### config.mk
export PLATFORM = sky130hd
export DESIGN_NAME = reg_file_p
export DESIGN_NICKNAME = d
export VERILOG_FILES = /design/src/rtl/reg_file_p.sv
export SDC_FILE = /design/constraint.sdc
export NUM_CORES = 1
export LEC_CHECK = 0
export CAP_MARGIN = 20
export CORE_MARGIN = 2
export CORE_UTILIZATION = 31
export DETAILED_ROUTE_END_ITERATION = 10
export SLEW_MARGIN = 10
export SYNTH_ARGS = -nofsm -noshare
export SYNTH_HDL_FRONTEND = slang
export SYNTH_SLANG_ARGS = --single-unit
### constraint.sdc
create_clock -name CLK -period 3.4 [get_ports CLK]
set_input_delay 0.68 -clock CLK [delete_from_list [all_inputs] [get_ports CLK]]
set_output_delay 0.68 -clock CLK [all_outputs]
set_load 0.01 [all_outputs]
### src/rtl/reg_file_p.sv
// Parametrised register file with two combinational read ports, a fixed dst tap, and a hardware clear sweep.
// Optional write-through forwarding is enabled by defining REG_FILE_BYPASS_EN.
module reg_file_p #(
    parameter int DATA_W  = 8,
    parameter int ADDR_W  = 4,
    parameter int DST_IDX = 15
) (
    input  logic              CLK,
    input  logic              reset,
    input  logic [ADDR_W-1:0] rd_a_addr,
    output logic [DATA_W-1:0] rd_a_data,
    input  logic [ADDR_W-1:0] rd_b_addr,
    output logic [DATA_W-1:0] rd_b_data,
    input  logic              wr_en,
    input  logic [ADDR_W-1:0] wr_addr,
    input  logic [DATA_W-1:0] wr_data,
    input  logic              clr_req,
    output logic              busy,
    output logic              wr_err,
    output logic [DATA_W-1:0] dst_out
);

    localparam int DEPTH = 2 ** ADDR_W;
    localparam logic [ADDR_W-1:0] LAST_IDX = ADDR_W'(DEPTH - 1);
    localparam logic [ADDR_W-1:0] DST_ADDR = ADDR_W'(DST_IDX);

    typedef enum logic {
        IDLE,
        CLEAR
    } state_t;

    state_t            state;
    logic [ADDR_W-1:0] ptr;
    logic [DATA_W-1:0] core [DEPTH];

    // During CLEAR every write request is dropped and flagged one cycle later.
    always_ff @(posedge CLK) begin
        if (reset) begin
            for (int i = 0; i < DEPTH; i++) begin
                core[i] <= '0;
            end
            state  <= IDLE;
            ptr    <= '0;
            wr_err <= 1'b0;
        end else begin
            wr_err <= 1'b0;
            case (state)
                IDLE: begin
                    if (wr_en) begin
                        core[wr_addr] <= wr_data;
                    end
                    if (clr_req) begin
                        state <= CLEAR;
                        ptr   <= '0;
                    end
                end
                CLEAR: begin
                    core[ptr] <= '0;
                    wr_err    <= wr_en;
                    if (ptr == LAST_IDX) begin
                        state <= IDLE;
                        ptr   <= '0;
                    end else begin
                        ptr <= ptr + 1'b1;
                    end
                end
                default: begin
                    state <= IDLE;
                    ptr   <= '0;
                end
            endcase
        end
    end

    assign busy = (state == CLEAR);

`ifdef REG_FILE_BYPASS_EN
    logic wr_accept;

    // Only writes that will actually land are forwarded; dropped writes never are.
    assign wr_accept = wr_en && (state == IDLE) && !reset;
    assign rd_a_data = (wr_accept && (rd_a_addr == wr_addr)) ? wr_data : core[rd_a_addr];
    assign rd_b_data = (wr_accept && (rd_b_addr == wr_addr)) ? wr_data : core[rd_b_addr];
    assign dst_out   = (wr_accept && (wr_addr == DST_ADDR)) ? wr_data : core[DST_ADDR];
`else
    assign rd_a_data = core[rd_a_addr];
    assign rd_b_data = core[rd_b_addr];
    assign dst_out   = core[DST_ADDR];
`endif

endmodule
======== After elaboration in Yosys (flattened, before gate mapping) ========
Memories as Yosys holds them, arrays and structs flattened.
Cells that the tools add are included.
operators by class
  $add $sub $neg .......................... 1
  $mul .................................... 0
  div/mod/pow operators ................... 0
  $lt $le $gt $ge ......................... 0
  eq/ne operators ......................... 2
  shift-type cells ........................ 0
  muxes and demuxes ....................... 21
  bitwise operators ....................... 1
  reductions and logical operators ........ 3
operators by type and width
  operator                                     number
  2-to-1 mux 4 bit                             4
  2-to-1 mux 8 bit                             2
  OR reduction 8 bit                           2
  2-to-1 mux 1 bit                             13
  one-hot mux 4 bit (2 select lines)           1
  adder 4 x 1 -> 4 bit, second input constant  1
  equality test 4 bit, second input constant   1
  != test 2 bit, second input constant         1
  one-hot mux 1 bit (2 select lines)           1
  OR reduction 2 bit                           1
  inverter 1 bit                               1
word-level totals
  bits in registers ....................... 6
  latch bits .............................. 0
  memory bits (writable) .................. 128
  ROM bits ................................ 0
  bits of input ports ..................... 24
  output and inout bits ................... 26
  memories ................................ 1
memories
  name  words  bits a word  rd ports  clocked after Yosys merged registers in  wr ports  RTL line  RTL
  core  16     8            3         0                                        16        34        logic [DATA_W-1:0] core [DEPTH];

======== Logic depth before layout (Yosys ltp) ========
Gate-level depths: netlist of the first run.
  word-level depth ........................ 7
  depth in mapped cells ................... 6
  mapped depth without buffers ............ 4

======== Worst setup path after synthesis of the first run ========
Ideal clock, no wire load.
  path kind ............................... in2reg
  start ................................... input reset
  end ..................................... memory core[10][0] (enable)
  setup time .............................. 0.387 ns
  data arrival time ....................... 2.101 ns
  required time ........................... 3.013 ns
  path slack .............................. 0.913 ns
  cell stages on the path ................. 4
  path through ............................ nand2b_2 mux2_2 buf_2 o31ai_1
RTL lines
  item             RTL line  RTL
  start, declared  9         input logic reset,
  end, declared    34

======== Worst setup path after layout of the first run ========
  start ................................... input rd_a_addr[1]
  end ..................................... output rd_a_data[6]
between the ends
  longest elaborated chain between the ends .. 1
ends and longest elaborated chain
  item                      RTL line  RTL
  start, declared           10        input logic [ADDR_W-1:0] rd_a_addr,
  memory read (16 x 8 bit)  n/a
  end, declared             11        output logic [DATA_W-1:0] rd_a_data,
No other way between the ends.

==> run metrics, run 1 <==
hold_sp=ptr[3]$_SDFFE_PP0P_; fillers=2218; setup TNS=0 ns; Worst Hold Endpoint=ptr[3]$_SDFFE_PP0P_; Final Setup Violations=0; min Tclk post-route=3.35 ns; Post-synth EDFFs=128; routed wire length=22000 um; syn_nets=549; first-pass GRT wire length=33300 um; Post-Place Setup Slack=0.00163 ns; I/O pins=50; number of diodes=0; Critical R2R Launch=busy$_SDFF_PP0_; IO buf count=49; Leak=3.13 nW; critical path type=in -> out; Synth-to-Final Area Change=21.8%; die footprint=0.0254 sq mm; cts bufs inserted=17; Std-Cell Rows=56; routability cong.=0.902; initial core utilization=31.8%; unrepaired setup endpoints after global routing=no; Setup WS post-layout=0.0506 ns; post-CTS setup buffers=0; Synth cell types=38; Worst Hold Path Cells=2; Rel. slew slack=49.0%; Hold Path Class=reg -> reg; CTS Buffer Depth=2; r2r endpoint=core[8][6]$_SDFFCE_PN0P_; Die Height=160 um; pin count of the biggest net entering global routing=72; Inst Count DP=883; initial antenna violation count=1; global route overflow=0; share of layout cells above drive strength 1=20.6%; drt pass-1 iters=5; final cell count without fillers=915; Max Cap Viol=0; yosys warns=0; Final Slew Violations=0; final net count=609; CTS Root Cell=clkbuf_16; Total GRT Usage=17.6%; worst slew pin tran=0.763 ns; Peak VDD IR=0.400 mV; status=finished, final reports clean; FMAX=299 MHz; crit path DAT=2.67 ns; Storage cell area=0.00396 sq mm; worst-path maximum fanout=12; endpoints failing hold=0; Pwr Density=492 mW/mm^2; R2R setup slack=1.04 ns; Seq/Total Area, Yosys=52.9%; flops & latches, synth=134; total number of vias=5288; CP startpoint=rd_a_addr[1]; ys flop type=edfxtp_1; Core ar.=0.0236 sq mm; initial drt markers=667; final cycle utilization of the critical path=98.5%; R2R depth=5; Clock Sinks=134; area of the multi-input gates=0.00317 sq mm; die width=160 um; Synth Area per Inst=14.3 sq um; CP endpoint kind=primary output; vias in the first global route=5447; post-detail-place hpwl=16000 um; Routed Antenna Nets=0; vias per std cell=5.78; worst-skew pair later-pin latency=0.42 ns; Mapped Area=0.00750 sq mm; DR WL/cell=24.0 um; share of synthesized registers carrying an async set or reset=0%; Hold-fix buffers, CTS=0; Data required, critical path=2.72 ns; cells after synthesis=524; H-tree levels=4; DRC=0; Worst Setup Start Kind=primary input; Reg clk slew, reported paths=0.06 ns; Setup Skew=0.0101 ns; CTS tree=built
==> critical path, cell delays in order <==
cell and delay, ns:
clkdlybuf4s50_1 0.51, buf_12 0.15, buf_6 0.18, mux4_2 0.33, a22oi_1 0.18, nand2_1 0.12
clkdlybuf4s50_1 0.51
==> per-stage QoR <==
step	hold slack (ns)	total power, mW	area [sq um]	utilization, %
after floorplan	0.488	2.29	7500	-
after global placement	0.524	2.54	8450	35.8
after detailed placement	0.535	2.55	8460	35.8
after CTS	0.544	4.50	9080	38.5
after global routing	0.604	4.62	9130	38.7
final	0.553	4.49	9130	38.7
==> flip-flops by register name, summed over array words and instances, names as in the netlist <==
| name | cells |
|---|---|
| busy | 1 |
| core | 128 |
| ptr | 4 |
| wr_err | 1 |
==> area by class of cell <==
type	instances	share of cell area, %
Clock inverter	13	2.15
Clock buffer	18	4.70
Multi-Input combinational cell	328	34.8
Tap cell	319	4.37
Timing Repair Buffer	98	10.4
Sequential cell	134	43.4
Inverter	5	0.206
==> Yosys cell counts (2+ instances only) <==
library cell	instances	share of area [%]
and2_1	3	0.25
and4bb_2	2	0.33
nor3_1	129	8.6
a31oi_4	3	0.85
mux4_4	2	0.67
clkdlybuf4s25_2	6	0.80
nor2b_1	4	0.33
and2b_1	2	0.20
a22oi_1	32	3.2
clkbuf_1	7	0.35
buf_6	8	1.2
a21oi_1	5	0.33
nand2_1	21	1.1
buf_2	32	2.1
mux4_1	36	13
nor3b_1	2	0.20
mux2_2	2	0.30
edfxtp_1	128	51
nand3b_1	11	1.1
mux4_2	26	7.8
dfxtp_1	6	1.6
buf_4	3	0.30
inv_1	4	0.20
nor2_1	5	0.25
o31ai_1	16	1.6
nand3_1	17	1.1
==> power breakdown <==
| group | leakage, nW | switching [mW] | internal, mW |
|---|---|---|---|
| registers | 1.38 | 0.0473 | 1.88 |
| clock network | 0.298 | 0.726 | 1.24 |
| logic | 1.45 | 0.338 | 0.268 |
==> worst max path at each step <==
stage / endpoint / slack (ns) / cells past startpoint
2_1_floorplan: core[10][0]$_SDFFCE_PN0P_ / 0.91 / 4
3_3_place_gp: rd_a_data[5] / 0.03 / 7
3_5_place_dp: rd_a_data[5] / 0.002 / 7
4_1_cts: rd_a_data[5] / 0.004 / 7
5_1_grt: rd_a_data[4] / 0.006 / 7
6_report: rd_a_data[6] / 0.05 / 7
==> logic make-up (layout without fill, tap and decap cells) <==
| kind of cell | Yosys count | in the layout | synth area share (%) |
|---|---|---|---|
| simple gates | 200 | 200 | 14.0 |
| flops | 134 | 134 | 52.9 |
| mux | 67 | 67 | 21.5 |
| buf+inv | 62 | 134 | 5.09 |
| compound gates | 60 | 60 | 6.39 |
| fa+ha+maj | 1 | 1 | 0.167 |
==> timing repair <==
item	CTS	global route
endpoints found under the hold margin	0	0
gates resized for setup	0	6
setup endpoints to repair	0	8
==> metal layers <==
layer	track usage, %	routed length [um]	up-vias
li1	-	-	2304
met5	0	0	-
met4	5.00	340	0
met2	27.3	10300	308
met3	5.00	2570	24
met1	24.0	8790	2652
==> cell usage in the layout, fill, tap and decap left out, types with 3 or more instances in the layout <==
master	n
a21oi_1	5
nor3_1	129
nand3_1	17
buf_12	6
and2_1	3
bufinv_16	4
mux4_2	26
dfxtp_1	6
a31oi_4	3
nand3b_1	11
nor2_1	5
inv_1	4
buf_4	40
inv_6	4
nand2_1	21
nor2b_1	4
a22oi_1	30
o31ai_1	16
clkdlybuf4s50_1	45
edfxtp_1	128
clkbuf_16	18
clkinv_4	3
mux4_1	36
Note: power is estimated with default switching activity, not from simulation.
==> run 2, diff against run 1 <==
--- a/config.mk
+++ b/config.mk
@@ -7,8 +7,9 @@
 export LEC_CHECK = 0
 export CAP_MARGIN = 20
 export CORE_MARGIN = 2
-export CORE_UTILIZATION = 31
+export CORE_UTILIZATION = 60
 export DETAILED_ROUTE_END_ITERATION = 10
+export PLACE_DENSITY = 0.81
 export SLEW_MARGIN = 10
 export SYNTH_ARGS = -nofsm -noshare
 export SYNTH_HDL_FRONTEND = slang
==> run 2 against run 1 <==
Effect of this change: total power down 1.6%; sequential share of layout area grew 1.4 points; design area shrank 3.2%; count of clock-buffer cells in the layout rose by 6; sequential power hardly changed; utilization increased by 34 points.
==> run metrics, run 2 (synthesis results as in run 1) <==
DP Area=0.00820 sq mm (-3.1%); number of diodes=0 (unchanged); critical path type=in -> out; crit path DAT=2.68 ns (about the same); share of layout cells above drive strength 1=19.7% (-0.98 points); Peak VDD IR=0.407 mV (+1.7%); CP endpoint kind=primary output; Max Cap Viol=0 (unchanged); Hold Path Class=reg -> reg; commonest non-fill, non-tap cells in the layout=129 x nor3_1, 128 x edfxtp_1, 46 x clkdlybuf4s50_1, 36 x buf_4, 35 x mux4_1; drt pass-1 iters=7 (+2); Pwr Density=500 mW/mm^2 (+1.6%); status=finished, final reports clean; Routed Antenna Nets=0 (unchanged); R2R setup slack=0.90 ns (-0.14 ns); Largest register FFs=128 (unchanged); R2R depth=4 (-1); hold_sp=ptr[3]$_SDFFE_PP0P_; Setup Skew=0.00492 ns (-0.00517 ns); worst-skew pair later-pin latency=0.42 ns (about the same); FMAX=298 MHz (-0.19%); Total GRT Usage=33.6% (+16 points); initial drt markers=890 (+33%); Data required, critical path=2.72 ns (about the same); most common cell after layout, fill and taps aside=nor3_1; r2r endpoint=core[8][3]$_SDFFCE_PN0P_; setup TNS=0 ns (unchanged); IO buf count=49 (unchanged); global route overflow=0 (unchanged); final net count=602 (-1.1%); routed wire length=21400 um (-2.6%); Worst Hold Endpoint=ptr[3]$_SDFFE_PP0P_; Die Height=116 um (-27%); unrepaired setup endpoints after global routing=no; post-CTS setup buffers=0 (unchanged); final cycle utilization of the critical path=98.7% (+0.18 points); Worst Setup Start Kind=primary input; Final Slew Violations=0 (unchanged); pin count of the biggest net entering global routing=44 (-39%); vias in the first global route=5346 (-1.9%); Reg clk slew, reported paths=0.06 ns (about the same); Largest Register=core; CTS Buffer Depth=2 (unchanged); CTS tree=built; vias per std cell=7.30 (+26%); CTS Root Cell=clkbuf_16; Leak=3.06 nW (-2.3%); Synth-to-Final Area Change=17.9%; DRC=0 (unchanged); worst slew pin tran=0.838 ns (+0.0751 ns); Largest regs=core x128, ptr x4; die width=116 um (-27%); Final Setup Violations=0 (unchanged); Worst Hold Path Cells=2 (unchanged); initial antenna violation count=0 (-1); post-detail-place hpwl=14700 um (-7.8%); post-route cell area=0.00884 sq mm (-3.2%); I/O pins=50 (unchanged); DR WL/cell=28.2 um (+18%); Rel. slew slack=44.1% (-4.8 points); total number of vias=5533 (+4.6%); H-tree levels=4 (unchanged); initial core utilization=61.9% (+30 points); Std-Cell Rows=40 (-29%); first-pass GRT wire length=31900 um (-4.2%); endpoints failing hold=0 (unchanged); worst-path maximum fanout=9 (-3); Critical R2R Launch=busy$_SDFF_PP0_; die footprint=0.0134 sq mm (-47%); Clock Sinks=134 (unchanged); Core ar.=0.0121 sq mm (-49%); routability cong.=1.03 (+15%); cts bufs inserted=17 (unchanged); min Tclk post-route=3.36 ns (+0.00629 ns)
run 2: cell types whose count changed in the layout (fill, tap and decap cells not counted), sizes merged, moves of 2 or more:
cell          previous run  this run
inv                      8         4
clkinvlp                 2         4
buf                     49        44
dlymetal6s2s             2         0
clkbuf                  20        24
bufinv                   4         1
run 2: worst max-delay path by stage:
stage                             from                         to  slack (ns)  cells after the start
after global routing      rd_a_addr[1]               rd_a_data[3]       0.005                      7
after detailed placement  rd_a_addr[1]               rd_a_data[5]        0.01                      7
final                     rd_b_addr[1]               rd_b_data[3]        0.04                      6
after CTS                 rd_b_addr[1]               rd_b_data[5]       0.002                      6
after floorplan                  reset  core[10][0]$_SDFFCE_PN0P_        0.91                      4
after global placement    rd_b_addr[1]               rd_b_data[6]        0.08                      6
run 2: per-stage QoR:
| stage | cells | utilization, % | setup slack, ns | total power, mW | hold WS, ns |
|---|---|---|---|---|---|
| 2_1_floorplan | 524 | - | 0.913 | 2.29 | 0.488 |
| 4_1_cts | 757 | 72.8 | 0.00152 | 4.39 | 0.525 |
| 3_3_place_gp | 725 | 67.7 | 0.0780 | 2.51 | 0.507 |
| 6_report | 758 | 73.0 | 0.0443 | 4.42 | 0.527 |
| 3_5_place_dp | 725 | 67.7 | 0.0108 | 2.53 | 0.515 |
| 5_1_grt | 758 | 73.0 | 0.00460 | 4.51 | 0.552 |
run 2: layer usage:
metal | up-vias | track usage, % | part of all wire [%]
li1 | 2299 | - | -
met4 | 0 | 13.2 | 4.0
met3 | 82 | 8.73 | 13
met2 | 477 | 54.5 | 49
met1 | 2675 | 44.1 | 35
met5 | - | 0 | 0
run 2: repair_timing:
action	CTS	global route
hold buffers	0	0
gates resized for setup	2	1
cloned	0	0
setup endpoints to repair	1	4
run 2: final cells by class:
class	instances	area (sq um)
Fill cell	788	3270
Inverter	5	18.8
Timing Repair Buffer	91	861
Sequential cell	134	3960
Clock buffer	24	546
Clock inverter	8	82.6
Tap cell	168	210
Multi-Input combinational cell	328	3160
run 2: report_power, final:
part / switching [mW] / internal, mW
sequential: 0.0552 / 1.88
clock: 0.702 / 1.20
combinational: 0.330 / 0.259
run 2: critical path, cell delays in order:
cell,delay [ns]
clkdlybuf4s50_1,0.51
buf_4,0.21
mux4_1,0.39
a22oi_1,0.29
nand2_1,0.11
clkdlybuf4s50_1,0.49
==> run 3, diff against run 2 <==
==> constraint.sdc (replaced) <==
create_clock -name CLK -period 3.32 [get_ports CLK]
set_input_delay 0.664 -clock CLK [delete_from_list [all_inputs] [get_ports CLK]]
set_output_delay 0.664 -clock CLK [all_outputs]
set_load 0.01 [all_outputs]
==> run 3 against run 2 <==
Effect of this change: sequential power is 2% higher; clock power is 6% higher; non-clock buffer count is 3 higher; critical path depth stayed put; sequential share of layout area is 0.13 points lower; global-route usage is 0.31 points lower; first-iteration DRC count is 9.0% lower; register-to-register slack worse by 0.18 ns; setup slack better by 0.043 ns; flip-flop and latch count stayed put; via count is 0.45% lower; highest routed layer unchanged; design area is 0.28% higher.
==> run metrics, run 3 (synthesis results as in run 1) <==
R2R depth=5 (+1); share of layout cells above drive strength 1=20.1% (+0.41 points); CP endpoint kind=primary output; FMAX=309 MHz; routability cong.=0.963 (-6.9%); Max Cap Viol=0 (unchanged); Leak=3.08 nW (+0.69%); initial antenna violation count=0 (unchanged); Post-Place Setup Slack=-0.00557 ns (-0.0164 ns); Setup Skew=0.0105 ns (+0.00556 ns); final cycle utilization of the critical path=97.4%; Inst Count DP=728 (+0.41%); Largest register FFs=128 (unchanged); post-route cell area=0.00887 sq mm (+0.28%); min Tclk post-route=3.23 ns; routed wire length=21100 um (-1.2%); endpoints failing hold=0 (unchanged); vias in the first global route=5242 (-1.9%); most common cell after layout, fill and taps aside=nor3_1; Reg clk slew, reported paths=0.05 ns (about the same); Hold Path Class=reg -> reg; Final Slew Violations=0 (unchanged); DR WL/cell=27.8 um (-1.6%); Std-Cell Rows=40 (unchanged); DP Area=0.00820 sq mm (about the same); routed wl met2=10200 um (-1.5%); Met1 Routed Length=7370 um (-0.12%); number of diodes=0 (unchanged); critical path type=in -> out; first-pass GRT wire length=31300 um (-1.9%); unrepaired setup endpoints after global routing=no; Worst Setup Start Kind=primary input; crit path DAT=2.57 ns (-0.11 ns); Pwr Density=519 mW/mm^2 (+3.9%); Peak VDD IR=0.403 mV (-0.89%); die width=116 um (unchanged); drt pass-1 iters=8 (+1); IO buf count=49 (unchanged); initial drt markers=810 (-9.0%); vias per std cell=7.24 (-0.84%); Largest Register=core; Worst Hold Path Cells=2 (unchanged); final net count=605 (+0.50%); total power draw=4.60 mW (+4.2%); Rel. slew slack=53.2% (+9.0 points); worst slew pin tran=0.702 ns (-0.135 ns); Synth-to-Final Area Change=18.3%; worst-skew pair later-pin latency=0.43 ns (about the same); final cell count without fillers=761 (+0.40%); global route overflow=0 (unchanged); status=finished, final reports clean; met3 wire len=2850 um (+2.4%); H-tree levels=4 (unchanged); CTS tree=built; commonest non-fill, non-tap cells in the layout=129 x nor3_1, 128 x edfxtp_1, 45 x clkdlybuf4s50_1, 40 x buf_4, 35 x mux4_1; pin count of the biggest net entering global routing=72 (+64%); cts bufs inserted=17 (unchanged); Final Setup Violations=0 (unchanged); total number of vias=5508 (-0.45%); post-layout util=73.2% (+0.21 points); CTS Root Cell=clkbuf_16; Largest regs=core x128, ptr x4; die footprint=0.0134 sq mm (unchanged); worst-path maximum fanout=26 (+17); Core ar.=0.0121 sq mm (unchanged); Routed Antenna Nets=0 (unchanged); Hold-fix buffers, CTS=0 (unchanged); R2R setup slack=0.72 ns (-0.18 ns); post-CTS setup buffers=0 (unchanged); Setup WS post-layout=0.0869 ns (+0.0426 ns); post-detail-place hpwl=14800 um (about the same); Total GRT Usage=33.3% (-0.31 points); max layer used=met4; I/O pins=50 (unchanged); Die Height=116 um (unchanged); DRC=0 (unchanged); Data required, critical path=2.66 ns (-0.06 ns); Clock Sinks=134 (unchanged); initial core utilization=61.9% (unchanged); CTS Buffer Depth=2 (unchanged)
## run 3: area by class of cell
type	count	area [sq um]
Sequential cell	134	3960
Fill cell	749	3240
Multi-Input combinational cell	328	3170
Timing Repair Buffer	94	872
Clock buffer	18	429
Tap cell	168	210
Clock inverter	14	208
Inverter	5	18.8
## run 3: path summary, 6_finish.rpt
path,endpoint,start
worst max register to register,core[8][1]$_SDFFCE_PN0P_,busy$_SDFF_PP0_
worst min register to register,ptr[3]$_SDFFE_PP0P_,ptr[3]$_SDFFE_PP0P_
worst max-delay path,rd_b_data[7],rd_b_addr[0]
worst min-delay path,ptr[3]$_SDFFE_PP0P_,ptr[3]$_SDFFE_PP0P_
## run 3: report_power, final
group          switching, mW  leakage [nW]  internal (mW)
registers             0.0530          1.38           1.92
logic                  0.340          1.40          0.265
clock network          0.700         0.299           1.32
## run 3: stage by stage
step / TNS [ns] / hold WS, ns
4_1_cts: 0 / 0.528
6_report: 0 / 0.530
3_3_place_gp: 0 / 0.512
2_1_floorplan: 0 / 0.488
3_5_place_dp: -0.00557 / 0.519
5_1_grt: 0 / 0.553
## run 3: timing repair
| action | 4_1_cts | 5_1_grt |
|---|---|---|
| hold endpoints to repair | 0 | 0 |
| endpoints found under the setup margin | 1 | 5 |
| cloned | 0 | 1 |
| resized for setup | 1 | 3 |
## run 3: critical path, cell delays in order
cell	delay [ns]
buf_2	0.12
buf_12	0.22
mux4_1	0.65
a22oi_1	0.26
nand2_1	0.14
clkdlybuf4s50_1	0.50
## run 3: per-layer routing
metal,vias to the layer above,global-route usage (%)
li1,2299,-
met1,2660,44.6
met2,481,53.3
met3,68,9.15
met4,0,11.8
met5,-,0
==> RTL edit, RTL diff (flow settings as in run 3) <==
The option `REG_FILE_BYPASS_EN` is turned on by a define.
--- a/src/rtl/reg_file_p.sv
+++ b/src/rtl/reg_file_p.sv
@@ -1,4 +1,6 @@
 // Parametrised register file with two combinational read ports, a fixed dst tap, and a hardware clear sweep.
 // Optional write-through forwarding is enabled by defining REG_FILE_BYPASS_EN.
+`define REG_FILE_BYPASS_EN
+
 module reg_file_p #(
     parameter int DATA_W  = 8,
Behaviour: not the same (Yosys sat finds a counterexample within 4 cycles, from zero or initial values and one cycle with reset high).
==> RTL edit against run 3 <==
Setup slack worse by 0.030 ns; non-clock buffer count is 27 higher; total power is 1.2% higher; register-to-register slack better by 0.06 ns; wire length is 5.5% higher; first-iteration DRC count is 17% lower; cell area is 8.8% higher; synthesized area is 3.5% higher; sequential cell count stayed put.
==> RTL edit: results (changes against run 3) <==
- The number of global-route vias before repair is 5675 (+8.3%).
- The cell count after synthesis was 537 (+2.5%).
- Final wirelength: 22300 µm (+5.5%)
* Proportion of synthesized chip area in sequential cells: 51.1% (-1.8 points)
* Worst hold path cell count: 2 (unchanged)
- The CTS H-tree depth is 4 (unchanged).
- Vias after detailed routing: 5491 (-0.31%)
- The detail-routed net length per standard cell was 27.2 µm (-2.2%).
- Clock tree synthesis selected as its root buffer the cell clkbuf_16.
- Critical path arrival: 2.60 ns (+0.03 ns)
* Leakage power: 3.86 nW (+25%)
* Largest vdd supply drop: 0.499 mV (+24%)
- The count of inserted antenna diode cells was 0 (unchanged).
- Number of flops mapped to enable cells by yosys: 128 (unchanged)
* Delay of the slowest cell on the worst path: 0.51 ns (-0.14 ns)
* Placed instance area: 0.00884 mm² (+7.7%)
- First drt pass iteration count: 6 (-2)
* Largest cells by area after synthesis: edfxtp_1 (50%), mux4_1 (14%), mux4_2 (7.0%)
* Maximum clock path buffer count: 2 (unchanged)
- Clk_lat worst skew: 0.42 ns
* Placed Cells: 780 (+7.1%)
- Count of cells along the worst register-to-register path: 4 (-1)
* TritonCTS buffer count: 17 (unchanged)
- Synth cell types: 35 (-7.9%)
- Pin count of the biggest net entering global routing: 28 (-61%)
- The number of nets in the layout is 662 (+9.4%).
- The total half-perimeter wirelength after legalization and detailed placement came to 14500 µm (-1.6%).
- Cell types with the highest counts after synthesis: edfxtp_1 (128), nor2_1 (126), mux2i_1 (49), mux4_1 (40), mux2_2 (25)
* Number of buffer cells added on primary ports: 49 (unchanged)
* Kind of cell adding the most delay to the critical path: buffers and inverters
- Run status: finished, final reports clean
- The initial antenna violation count was 0 (unchanged).
- The path class of the tightest hold or removal check is flip-flop to flip-flop.
* Wire length of the first global-routing pass: 33700 µm (+7.8%)
- The worst clock skew is 0.00711 ns (-0.00338 ns).
- Iteration-0 DRC Markers: 675 (-17%)
- Share of cells above drive strength 1: 28.4% (+8.3 points)
- Switching component of the power: 1.09 mW (-0.11%)
- The actual transition at the worst max-transition pin was 0.627 ns (-0.0754 ns).
- Slowest-stage cell, CP: clkdlybuf4s50_1
- CTS clock-pin slew for the worst setup and hold paths: approximately 0.060 ns
* Largest regs: core: 128 flops, ptr: 4 flops
- The synthesized net count came to 562 (+2.4%).
- Total global-route track usage: 33.5% (+0.24 points)
- The share of flip-flops with an asynchronous set or reset was 0% (unchanged).
- Number of warnings printed during yosys synthesis: 0 (unchanged)
- Top fanout value on the critical path: 7 (-73%)
* Global placer's final weighted congestion: 0.910 (-5.5%)
RTL edit: logic make-up (layout without fill, tap and decap cells):
logic type      Yosys count  count (layout)  synth area share, %
compound gates           13              13                 1.34
flops                   134             134                 51.1
fa+ha+maj                 1               1                0.161
buf+inv                  44             156                 3.18
simple gates            198             198                 12.6
xor+xnor                  8               8                0.903
mux                     139             139                 30.8
RTL edit: cell type report:
type	count	area, µm²
inverter	4	15.0
sequential	134	3960
clock inverter	14	206
fill	749	2970
clock buffer	17	425
timing repair buffer	121	1260
tap	172	215
multi-input combinational	359	3560
RTL edit: per-stage QoR:
step	total power [mW]	utilization, %	setup WS, ns
after CTS	4.64	76.4	0.0127
final	4.66	76.5	0.0571
after global placement	2.61	70.0	-0.225
after global routing	4.77	76.5	0.00141
after floorplan	2.36	-	0.703
after detailed placement	2.63	70.0	-0.254
RTL edit: timing repair:
action,CTS,global route
setup buffers,6,0
gates cloned,4,0
hold buffers,0,0
resized for setup,34,12
endpoints found under the setup margin,24,11
pin swaps,1,1
RTL edit: final timing paths:
check             startpoint     endpoint  slack (ns)
setup / recovery       wr_en   dst_out[1]        0.06
hold / removal        ptr[0]       ptr[0]        0.56
setup reg to reg        busy  core[11][3]        0.78
hold reg to reg       ptr[0]       ptr[0]        0.56
RTL edit: power groups by stage:
stage               Sequential [mW]  Clock (mW)  Combinational, mW
global route                   1.98        2.12              0.682
finish                         1.97        2.04              0.652
floorplan                      1.98           0              0.382
global placement               1.99           0              0.612
detailed placement             2.00           0              0.625
CTS                            1.97        2.03              0.644
RTL edit: routing by layer:
metal	part of all wire (%)	up-vias	global-route usage (%)
met3	12	76	8.82
met2	48	369	53.5
met5	0	-	0
li1	-	2295	-
met1	36	2751	43.5
met4	4.4	0	15.2
